<file path="src/rtl/spi_flash_pkg.sv">
// Shared opcodes, FSM state codes and JEDEC helpers for the SPI flash responder.
package spi_flash_pkg;
    localparam logic [7:0]  OP_READ = 8'h03;
    localparam logic [7:0]  OP_RDID = 8'h9F;
    localparam logic [7:0]  OP_RDSR = 8'h05;
    localparam logic [23:0] JEDEC_ID_DEFAULT = 24'hEF4018;

    typedef logic [2:0] state_t;
    localparam state_t ST_IDLE   = 3'd0;
    localparam state_t ST_CMD    = 3'd1;
    localparam state_t ST_ADDR   = 3'd2;
    localparam state_t ST_DATA   = 3'd3;
    localparam state_t ST_ID     = 3'd4;
    localparam state_t ST_STAT   = 3'd5;
    localparam state_t ST_IGNORE = 3'd6;

    function automatic logic [7:0] id_byte(input logic [23:0] id, input logic [1:0] idx);
        case (idx)
            2'd0:    id_byte = id[23:16];
            2'd1:    id_byte = id[15:8];
            default: id_byte = id[7:0];
        endcase
    endfunction
endpackage

</file>
<file path="src/rtl/spi_pin_sync.sv">
// Two-flop synchronizers for the SPI pins plus SCK edge detection.
module spi_pin_sync (
    input  logic clk,
    input  logic rst,
    input  logic ck,
    input  logic cs_n,
    input  logic di,
    output logic ck_rise,
    output logic ck_fall,
    output logic cs_active,
    output logic di_s
);
    logic [1:0] ck_ff, cs_ff, di_ff;
    logic       ck_d;

    always_ff @(posedge clk) begin
        if (rst) begin
            ck_ff <= 2'b00;
            cs_ff <= 2'b11;
            di_ff <= 2'b00;
            ck_d  <= 1'b0;
        end else begin
            ck_ff <= {ck_ff[0], ck};
            cs_ff <= {cs_ff[0], cs_n};
            di_ff <= {di_ff[0], di};
            ck_d  <= ck_ff[1];
        end
    end

    assign ck_rise   = ck_ff[1] & ~ck_d;
    assign ck_fall   = ~ck_ff[1] & ck_d;
    assign cs_active = ~cs_ff[1];
    assign di_s      = di_ff[1];
endmodule

</file>
<file path="src/rtl/spi_flash_responder.sv">
// SPI NOR-flash slave serving READ / RDID / RDSR from a byte-wide memory port,
// with all SPI pins oversampled in the system clock domain.
module spi_flash_responder
    import spi_flash_pkg::*;
#(
    parameter int          ADDR_W   = 24,
    parameter logic [23:0] JEDEC_ID = JEDEC_ID_DEFAULT
) (
    input  logic              io_axiClk,
    input  logic              io_axiReset,
    input  logic              flash_ck,
    input  logic              flash_cs_n,
    input  logic              flash_di,
    output logic              flash_do,
    output logic              flash_do_oe,
    output logic [ADDR_W-1:0] mem_addr,
    output logic              mem_rd_en,
    input  logic [7:0]        mem_rdata,
    output logic              busy
);
    logic        ck_rise, ck_fall, cs_active, di_s;
    state_t      state;
    logic [4:0]  bit_cnt;
    logic [22:0] in_sr;
    logic [23:0] in_next;
    logic [7:0]  shreg, pf, cur;
    logic [1:0]  id_idx;
    logic        rd_pend;
    logic        armed;
    logic [1:0]  rst_sh;

    spi_pin_sync u_sync (
        .clk       (io_axiClk),
        .rst       (io_axiReset),
        .ck        (flash_ck),
        .cs_n      (flash_cs_n),
        .di        (flash_di),
        .ck_rise   (ck_rise),
        .ck_fall   (ck_fall),
        .cs_active (cs_active),
        .di_s      (di_s)
    );

    assign busy    = cs_active;
    assign in_next = {in_sr, di_s};
    // Byte boundaries after the first driven bit take the prefetched byte.
    assign cur     = (bit_cnt[2:0] == 3'd0 && flash_do_oe) ? pf : shreg;

    always_ff @(posedge io_axiClk) begin
        if (io_axiReset) begin
            state       <= ST_IDLE;
            bit_cnt     <= '0;
            in_sr       <= '0;
            shreg       <= '0;
            pf          <= '0;
            id_idx      <= '0;
            rd_pend     <= 1'b0;
            armed       <= 1'b0;
            rst_sh      <= '0;
            flash_do    <= 1'b0;
            flash_do_oe <= 1'b0;
            mem_rd_en   <= 1'b0;
            mem_addr    <= '0;
        end else begin
            mem_rd_en <= 1'b0;
            rd_pend   <= mem_rd_en;
            rst_sh    <= {rst_sh[0], 1'b1};
            // Only re-arm once CS has truly been seen high after the synchronizers refill,
            // so a reset inside a transaction never resumes it.
            if (!cs_active && rst_sh[1])
                armed <= 1'b1;

            if (!cs_active) begin
                state       <= ST_IDLE;
                bit_cnt     <= '0;
                flash_do    <= 1'b0;
                flash_do_oe <= 1'b0;
                rd_pend     <= 1'b0;
            end else begin
                case (state)
                    ST_IDLE: begin
                        if (armed) begin
                            state   <= ST_CMD;
                            bit_cnt <= '0;
                        end
                    end
                    ST_CMD: begin
                        if (ck_rise) begin
                            in_sr   <= in_next[22:0];
                            bit_cnt <= bit_cnt + 5'd1;
                            if (bit_cnt == 5'd7) begin
                                bit_cnt <= '0;
                                case (in_next[7:0])
                                    OP_READ: state <= ST_ADDR;
                                    OP_RDID: begin
                                        state  <= ST_ID;
                                        shreg  <= JEDEC_ID[23:16];
                                        id_idx <= 2'd1;
                                    end
                                    OP_RDSR: begin
                                        state <= ST_STAT;
                                        shreg <= 8'h00;
                                    end
                                    default: state <= ST_IGNORE;
                                endcase
                            end
                        end
                    end
                    ST_ADDR: begin
                        if (ck_rise) begin
                            in_sr   <= in_next[22:0];
                            bit_cnt <= bit_cnt + 5'd1;
                            if (bit_cnt == 5'd23) begin
                                mem_addr  <= in_next[ADDR_W-1:0];
                                mem_rd_en <= 1'b1;
                            end
                        end
                        if (rd_pend) begin
                            shreg   <= mem_rdata;
                            bit_cnt <= '0;
                            state   <= ST_DATA;
                        end
                    end
                    ST_DATA, ST_ID, ST_STAT: begin
                        if (ck_fall) begin
                            flash_do    <= cur[7];
                            shreg       <= {cur[6:0], 1'b0};
                            flash_do_oe <= 1'b1;
                            bit_cnt     <= {2'b00, bit_cnt[2:0] + 3'd1};
                            if (bit_cnt[2:0] == 3'd7) begin
                                if (state == ST_DATA) begin
                                    mem_addr  <= mem_addr + 1'b1;
                                    mem_rd_en <= 1'b1;
                                end else if (state == ST_ID) begin
                                    pf     <= id_byte(JEDEC_ID, id_idx);
                                    id_idx <= (id_idx == 2'd2) ? 2'd0 : id_idx + 2'd1;
                                end else begin
                                    pf <= 8'h00;
                                end
                            end
                        end
                        if (state == ST_DATA && rd_pend)
                            pf <= mem_rdata;
                    end
                    default: ;
                endcase
            end
        end
    end
endmodule

</file>
<file path="config.mk">
export PLATFORM = sky130hd
export DESIGN_NAME = spi_flash_responder
export DESIGN_NICKNAME = d
export VERILOG_FILES = /design/src/rtl/spi_flash_pkg.sv /design/src/rtl/spi_pin_sync.sv /design/src/rtl/spi_flash_responder.sv
export SDC_FILE = /design/constraint.sdc
export NUM_CORES = 1
export LEC_CHECK = 0
export ABC_AREA = 1
export BUFFER_PORTS_ARGS = -buffer_cell sky130_fd_sc_hd__buf_2
export CELL_PAD_IN_SITES_DETAIL_PLACEMENT = 0
export CELL_PAD_IN_SITES_GLOBAL_PLACEMENT = 1
export CORE_ASPECT_RATIO = 0.9
export CORE_UTILIZATION = 45
export CTS_BUF_LIST = sky130_fd_sc_hd__clkbuf_16
export DETAILED_ROUTE_END_ITERATION = 12
export GPL_TIMING_DRIVEN = 0
export PLACE_DENSITY = 0.92
export SYNTH_ARGS = -nofsm -noshare
export SYNTH_HDL_FRONTEND = slang
export SYNTH_HIERARCHICAL = 1
export SYNTH_SLANG_ARGS = --single-unit
</file>
<file path="constraint.sdc">
create_clock -name io_axiClk -period 5 [get_ports io_axiClk]
set_input_delay 1.25 -clock io_axiClk [delete_from_list [all_inputs] [get_ports io_axiClk]]
set_output_delay 1.25 -clock io_axiClk [all_outputs]
set_load 0.01 [all_outputs]
</file>
# After elaboration in Yosys (flattened, before gate mapping)
# Index checks and enable logic that the tools add are counted.
# W data, S select, Z words.
[totals]
regBits = 87
elab_cells = 127
[classes]
add_sub_neg = 4
n_eq_ne = 28
n_mux = 48
n_bitwise = 5
reduce_logical = 24
[op_table]
columns = ["cell", "count"]
rows = [
  ["$mux W24", 5],
  ["$mux W8", 10],
  ["$pmux W24 S2", 1],
  ["$pmux W8 S2", 2],
  ["$mux W5", 6],
  ["$add A24 B1 Y24 const B", 1],
  ["$ne A2 B2 Y1 const B", 12],
  ["$pmux W8 S3", 1],
  ["$pmux W5 S4", 1],
  ["$pmux W3 S3", 2],
  ["$mux W2", 8],
  ["$reduce_and A5 Y1", 3],
  ["$reduce_and A7 Y1", 2],
  ["$mux W3", 4],
  ["$eq A3 B3 Y1 const B", 3],
  ["$reduce_and A9 Y1", 1],
  ["$eq A8 B2 Y1 const B", 1],
  ["$eq A8 B3 Y1 const B", 1],
  ["$eq A8 B8 Y1 const B", 1],
  ["$reduce_bool A2 Y1", 4],
  ["$eq A3 B2 Y1 const B", 2],
  ["$logic_not A3 Y1", 2],
  ["$mux W1", 6],
  ["$ne A3 B3 Y1 const B", 2],
  ["21 further kinds", 28],
]

# Longest topological paths before layout
# Gate-level depths: netlist (run 1).
[depth]
word_depth = 7
mapped_depth = 12
mapped_depth_nobuf = 12

# Hierarchy
# Netlist (run 1), hierarchy kept.
[by_module_without_submodules]
columns = ["mod", "instances", "cells_per_inst", "area_per_inst_um2"]
rows = [
  ["spi_flash_responder", 1, 714, 4405.5],
  ["spi_pin_sync", 1, 26, 211.5],
]

# Worst setup path before layout (run 1)
# OpenSTA, ideal clock, no wires.
[synth_path]
path_kind = "input port to flip-flop"
startpoint = "in io_axiReset"
endpoint = "reg pf[5]"
setup_time_ns = 0.070
arrival_ns = 1.798
path_slack_ns = 3.132
cell_stages = 4
path_buffers = 1
path_cell_list = "clkinv_1 -> clkbuf_1 -> o21ai_0 -> a21oi_1"
[synth_rtl]
columns = ["item", "line", "text"]
rows = [
  ["start, declared", "spi_flash_responder.sv:10", "input logic io_axiReset,"],
  ["end signal, assigned", "spi_flash_responder.sv:135", "pf <= id_byte(JEDEC_ID, id_idx);"],
  ["end signal, assigned", "spi_flash_responder.sv:143", "pf <= mem_rdata;"],
  ["end, declared", "spi_flash_responder.sv:26", "logic [7:0] shreg, pf, cur;"],
]

# Final worst setup path (run 1)
[layout_path]
startpoint = "reg u_sync.cs_ff[1]"
endpoint = "out busy"
[layout_via]
elab_chain_cells = 1
[layout_lines]
columns = ["item", "line", "text"]
rows = [
  ["start, declared", "spi_pin_sync.sv:13", "logic [1:0] ck_ff, cs_ff, di_ff;"],
  ["start signal, assigned", "spi_pin_sync.sv:24", "cs_ff <= {cs_ff[0], cs_n};"],
  ["$not A1 Y1 (no source line)", "n/a", ""],
  ["end, declared", "spi_flash_responder.sv:19", "output logic busy"],
]
# No other way between the ends.

==> flow_metrics.tcl, run 1 <==
set metrics [dict create \
    status "finished, final reports clean" \
    critPathRequiredTime_ns 3.75 \
    ff2ff_path_depth 11 \
    synth_edf_count 0 \
    htreeDepth 3 \
    pin_count 41 \
    crit_type "reg -> out" \
    setup_tns_ns 0 \
    max-vdd-ir-drop_v 0.000294 \
    dp_cells 906 \
    clock_latency_ns 0.34 \
    core.rowCount 34 \
    cts-resized-gates 0 \
    initial_utilization 0.470 \
    grt_max_degree 15 \
    synth_top_area_share 0.377 \
    wl_per_cell_um 14.0 \
    slowest_stage "dfxtp_1" \
    routed_wl_um 12900 \
    hold_viol 0 \
    postRouteAntennaNets 0 \
    place_hpwl_um 9580 \
    track_usage 0.261 \
    numCtsBuffers 9 \
    fmax_mhz 445 \
    via_count 4830 \
    syn_area_mm2 0.00462 \
    synth_most_common_cell "nand2_1" \
    die_w_um 109 \
    worstSetupEndpoint "busy" \
    grt_pass1_vias 4421 \
    min_path_type "reg -> reg" \
    clk_pin_slew_ns 0.06 \
    multi_input_area_mm2 0.00237 \
    grt_pass1_wl_um 21600 \
    seq_area_frac_synth 0.377 \
    r2r_slack_ns 2.88 \
    firstDrtPassIters 5 \
    syn-num-nets 757 \
    timing.final.max_slew_violations 0 \
    cts_sinks 87 \
    clockBufferDepth 2 \
    critPathCaptureType "output pin" \
    cts_hold_buffers 0 \
    place.gp.congestion 0.874 \
    fin_crit_sh 0.449 \
    rsz0062_at_grt "no" \
    critPathArrivalTime_ns 1.00 \
    layout.nets 808 \
    die_h_um 98.1 \
    yosys.area.top_type "dfxtp_1" \
    max_stage_delay_ns 0.30 \
    top_usage_layer "met2" \
    cp_cell_sequence "inv_1, buf_2" \
    layout-drive-gt1-share 0.104 \
    setup_viol_count_final 0 \
    overflow 0 \
    tritoncts "built" \
    crit_start "u_sync/cs_ff[1]$_SDFF_PP1_" \
    die-area_mm2 0.0107 \
    layout.cells.non_filler 922 \
    antenna_found_initial 0 \
    avgViaCountPerCell 5.24 \
    timing.slew.headroom 0.535 \
    ff_latch_area_mm2 0.00174 \
    yosys-top-cells-count "nand2_1 (170), nor2_1 (152), inv_1 (92)" \
    gr-usage-met1 0.375 \
    groute.layer.met2.usage 0.393 \
    synthCells 740 \
    crit_family "buffers and inverters" \
    synthTopCellsByArea "dfxtp_1 (38%), nand2_1 (14%), nor2_1 (12%)" \
    synth-warning-count 6 \
    clock-skew-final_ns 0.00668 \
    cts-root-buf "clkbuf_16" \
    leakage_nw 2.12 \
    drc 0 \
    place_area_mm2 0.00497 \
    avgSynthCellArea_um2 6.24 \
    tightest_slew_ns 0.698 \
    drv_cap 0 \
    fillers 1018 \
    worstReg2RegStart "bit_cnt[1]$_SDFFE_PP0P_" \
    ys_async_sr_fraction 0 \
    power_mw 1.47 \
    synth-seq-cells 87 \
    whs_ns 0.404 \
    diodes 0 \
    path_buf_inv 2 \
    grtUsageMet3 0.0487 \
    synth_ff_type "dfxtp_1" \
    cp_max_fo 6 \
    synth.distinct_cells 34 \
    area_delta_synth_final_pct 14.6 \
    design_area_mm2 0.00529 \
    core_mm2 0.00983 \
    io_buffer_count 40 \
    powerDensity_mw_per_mm2 277 \
    fin_crit_ns 2.25 \
    cp_num_cells 2 \
    post_cts_buffers 0 \
    initialDrtViolationCount 475 \
    critical_path.startpoint_type "register" \
    timing.rr.end "shreg[7]$_SDFFE_PP0P_" \
]
-- worst reg2reg max path: stages (launching register included) --
cell,delay (ns)
dfxtp_1,0.40
ha_1,0.17
nand2_1,0.05
inv_1,0.11
nand3_1,0.11
a21oi_1,0.43
nand2_1,0.17
nor2_4,0.23
buf_6,0.19
nand2_1,0.06
nand2_1,0.06
nor2_1,0.05
-- cells by family (layout without fill, tap and decap cells) --
kind of cell | after synthesis | in the layout | share of synthesized area
fa+ha+maj | 4 | 4 | 0.0108
buf+inv | 123 | 179 | 0.109
simple gates | 377 | 377 | 0.331
flops | 87 | 87 | 0.377
xor+xnor | 2 | 2 | 0.00379
compound gates | 147 | 147 | 0.167
-- layout by cell type (no fill, tap or decap), types with 3 or more instances in the layout --
master / synthesis / layout
nor2_1: 152 / 152
nand4_1: 5 / 5
o22ai_1: 4 / 4
buf_2: 11 / 51
clkbuf_16: 0 / 9
ha_1: 4 / 4
clkinv_1: 2 / 3
nand2_1: 170 / 170
o21ai_0: 83 / 83
dfxtp_1: 87 / 87
clkbuf_1: 11 / 11
nor3_1: 4 / 4
inv_1: 92 / 93
inv_2: 3 / 3
nand3_1: 37 / 37
buf_6: 4 / 4
a21oi_1: 48 / 48
-- area by class of cell --
type / instances / area share
timing repair buffer: 40 / 0.0379
multi-input combinational: 530 / 0.448
clock buffer: 9 / 0.0426
tap: 126 / 0.0298
buffer: 26 / 0.0267
inverter: 97 / 0.0688
sequential: 87 / 0.329
clock inverter: 7 / 0.0168
-- where the power goes --
part           switching [mW]  total (mW)  internal [mW]
clock                   0.285       0.720          0.434
sequential            0.00171       0.699          0.697
combinational          0.0326      0.0468         0.0141
-- routing by layer --
layer  routed length, um  up-vias  share of wire
met2                5480      171           0.43
met3                 954       19          0.074
met1                6250     2202           0.49
met5                   0        -              0
met4                 197        0          0.015
li1                    -     2438              -
-- registers in the layout (all words and copies together) (netlist names), 2 cells and up --
| signal | cells |
|---|---|
| bit_cnt | 5 |
| id_idx | 2 |
| in_sr | 23 |
| mem_addr | 24 |
| pf | 8 |
| rst_sh | 2 |
| shreg | 8 |
| state | 3 |
| u_sync/ck_ff | 2 |
| u_sync/cs_ff | 2 |
| u_sync/di_ff | 2 |
-- how the worst min path moves through the flow --
stage                               start                         end  slack (ns)  depth (start not counted)
2_1_floorplan  u_sync/cs_ff[0]$_SDFF_PP1_  u_sync/cs_ff[1]$_SDFF_PP1_        0.39                          2
3_3_place_gp   u_sync/cs_ff[0]$_SDFF_PP1_  u_sync/cs_ff[1]$_SDFF_PP1_        0.39                          2
3_5_place_dp            rst_sh[0]$_DFF_P_        rst_sh[1]$_SDFF_PP0_        0.40                          2
4_1_cts                 rst_sh[0]$_DFF_P_        rst_sh[1]$_SDFF_PP0_        0.41                          2
5_1_grt                 rst_sh[0]$_DFF_P_        rst_sh[1]$_SDFF_PP0_        0.43                          2
6_report                rst_sh[0]$_DFF_P_        rst_sh[1]$_SDFF_PP0_        0.40                          2
-- stage by stage --
stage	setup WS, ns	utilization
6_report	2.75	0.538
5_1_grt	2.66	0.538
4_1_cts	2.74	0.538
3_5_place_dp	2.42	0.506
3_3_place_gp	2.47	0.506
2_1_floorplan	3.13	-
(Power assumes the default switching activity.)
==> inputs of run 2 (changes only) <==
--- a/config.mk
+++ b/config.mk
@@ -10,11 +10,11 @@
 export CELL_PAD_IN_SITES_DETAIL_PLACEMENT = 0
 export CELL_PAD_IN_SITES_GLOBAL_PLACEMENT = 1
 export CORE_ASPECT_RATIO = 0.9
-export CORE_UTILIZATION = 45
+export CORE_UTILIZATION = 38
 export CTS_BUF_LIST = sky130_fd_sc_hd__clkbuf_16
 export DETAILED_ROUTE_END_ITERATION = 12
 export GPL_TIMING_DRIVEN = 0
-export PLACE_DENSITY = 0.92
+export PLACE_DENSITY = 0.83
 export SYNTH_ARGS = -nofsm -noshare
 export SYNTH_HDL_FRONTEND = slang
 export SYNTH_HIERARCHICAL = 1
==> constraint.sdc (replaced) <==
create_clock -name io_axiClk -period 1.9 [get_ports io_axiClk]
set_input_delay 0.475 -clock io_axiClk [delete_from_list [all_inputs] [get_ports io_axiClk]]
set_output_delay 0.475 -clock io_axiClk [all_outputs]
set_load 0.01 [all_outputs]
==> run 2 against run 1 <==
Compared with the run above:
- non-clock buffer count increased by 5
- register-to-register slack worse by 2.8 ns
- critical endpoint is now shreg[7]$_SDFFE_PP0P_
- sequential share of layout area is 0.90 points lower
- power rose to 2.6 times the previous value
- clock power rose to 2.5 times the previous value
- final area is 3.0% higher
- hold slack worse by 0.089 ns
- utilization shrank 6.9 points
- die area up 18%
- global-route usage decreased by 4.5 points
- via count is 1.8% lower
==> flow_metrics.tcl, run 2 (synthesis gave the netlist of run 1 again) <==
set metrics [dict create \
    cp_cell_sequence "buf_6, inv_1, nand2_4, nand2_4, buf_6, o21ai_2, nand4_2, nor2_4, buf_6, nand2_1, nand2_1, nor2_1" \
    grt_pass1_wl_um 21600 \
    place_area_mm2 0.00501 \
    drv_cap 0 \
    min_path_type "in -> reg" \
    track_usage 0.217 \
    wl_per_cell_um 13.6 \
    cp_max_fo 10 \
    power_mw 3.77 \
    cts_sinks 87 \
    initial_utilization 0.397 \
    clk_pin_slew_ns 0.07 \
    clock_latency_ns 0.34 \
    max_stage_delay_ns 0.33 \
    critPathRequiredTime_ns 2.14 \
    die_w_um 118 \
    routed_wl_um 13100 \
    antenna_found_initial 0 \
    critPathArrivalTime_ns 2.07 \
    layout.nets 813 \
    utilization 0.469 \
    slowest_stage "dfxtp_1" \
    layout.cells.non_filler 957 \
    diodes 0 \
    grt_max_degree 17 \
    ff_latch_area_mm2 0.00175 \
    status "finished, final reports clean" \
    tightest_slew_ns 0.686 \
    mostFrequentLayoutCell "nand2_1" \
    fin_crit_ns 1.83 \
    avgViaCountPerCell 4.95 \
    htreeDepth 3 \
    hold_viol 0 \
    tritoncts "built" \
    area_delta_synth_final_pct 18.0 \
    path_buf_inv 4 \
    place.gp.congestion 0.887 \
    pin_count 41 \
    largest_register_ffs 24 \
    firstDrtPassIters 5 \
    die_h_um 107 \
    core.rowCount 37 \
    multi_input_area_mm2 0.00244 \
    fillers 1231 \
    initialDrtViolationCount 426 \
    numCtsBuffers 9 \
    critical_path.startpoint_type "register" \
    place_hpwl_um 9700 \
    io_buffer_count 40 \
    leakage_nw 2.15 \
    crit_type "reg -> reg" \
    clockBufferDepth 2 \
    postRouteAntennaNets 0 \
    grt_pass1_vias 4287 \
    via_count 4741 \
    layout-drive-gt1-share 0.134 \
    top_register "mem_addr" \
    rsz0062_at_grt "yes" \
    max-vdd-ir-drop_v 0.000546 \
    cts_hold_buffers 0 \
    cts-root-buf "clkbuf_16" \
    timing.final.max_slew_violations 0 \
    timing.slew.headroom 0.543 \
    die-area_mm2 0.0126 \
    fin_crit_sh 0.961 \
    setup_tns_ns 0 \
    crit_family "simple AND/OR/NAND/NOR gates" \
    critPathCaptureType "register" \
    fmax_mhz 547 \
    dp_cells 936 \
    powerDensity_mw_per_mm2 692 \
    top_regs "mem_addr: 24 flops, in_sr: 23 flops" \
    overflow 0 \
    setup_viol_count_final 0 \
    drc 0 \
    path_common_cell "buf_6" \
    design_area_mm2 0.00545 \
    final_cell_mix "nand2_1 (169), nor2_1 (147), inv_1 (92)" \
    clock-skew-final_ns 0.00801 \
    core_mm2 0.0116 \
]
## run 2: cell count changes in the layout (fill, tap and decap cells not counted), sizes merged
cell,previous run,this run
clkbuf,20,24
buf,55,56
bufinv,2,1
clkinv,5,6
## run 2: cell type report
cell class	count	area share
Clock inverter	7	0.0149
Clock buffer	9	0.0413
Buffer	26	0.0294
Tap cell	156	0.0358
Timing Repair Buffer	45	0.0436
Inverter	97	0.0668
Sequential cell	87	0.320
Multi-Input combinational cell	530	0.448
## run 2: final timing paths
path / start / end / slack [ns] / cells past startpoint
worst max-delay path: state[2]$_SDFFE_PP0P_ / shreg[7]$_SDFFE_PP0P_ / 0.07 / 12
worst min-delay path: flash_cs_n / u_sync/cs_ff[0]$_SDFF_PP1_ / 0.32 / 3
worst max register to register: state[2]$_SDFFE_PP0P_ / shreg[7]$_SDFFE_PP0P_ / 0.07 / 12
worst min register to register: rst_sh[0]$_DFF_P_ / rst_sh[1]$_SDFF_PP0_ / 0.40 / 2
## run 2: power by group
| part | internal, mW | switching [mW] | leakage [nW] |
|---|---|---|---|
| Clock | 1.03 | 0.775 | 0.146 |
| Sequential | 1.83 | 0.00472 | 0.704 |
| Combinational | 0.0382 | 0.0863 | 1.30 |
| Total | 2.90 | 0.866 | 2.15 |
## run 2: stage by stage
step / worst slack, ns / hold WS, ns
CTS: 0.00720 / 0.306
global route: -0.0150 / 0.323
floorplan: 0.248 / 0.386
finish: 0.0732 / 0.316
detailed placement: -0.0968 / 0.397
global placement: -0.127 / 0.395
## run 2: routing by layer
layer / GRT usage / wire, um
met3: 0.0420 / 967
met2: 0.330 / 5470
met4: 0.0696 / 172
met1: 0.306 / 6440
met5: 0 / 0
## run 2: repair_timing
item | 4_1_cts | 5_1_grt
gates resized for setup | 7 | 24
pin swaps | 0 | 2
endpoints found under the setup margin | 28 | 46
setup buffers | 0 | 5
## run 2: worst register-to-register path: stages (launching register included)
cell and delay, ns:
dfxtp_1 0.33, buf_6 0.15, inv_1 0.10, nand2_4 0.12, nand2_4 0.06, buf_6 0.15, o21ai_2 0.11, nand4_2 0.16
nor2_4 0.22, buf_6 0.18, nand2_1 0.06, nand2_1 0.06, nor2_1 0.04
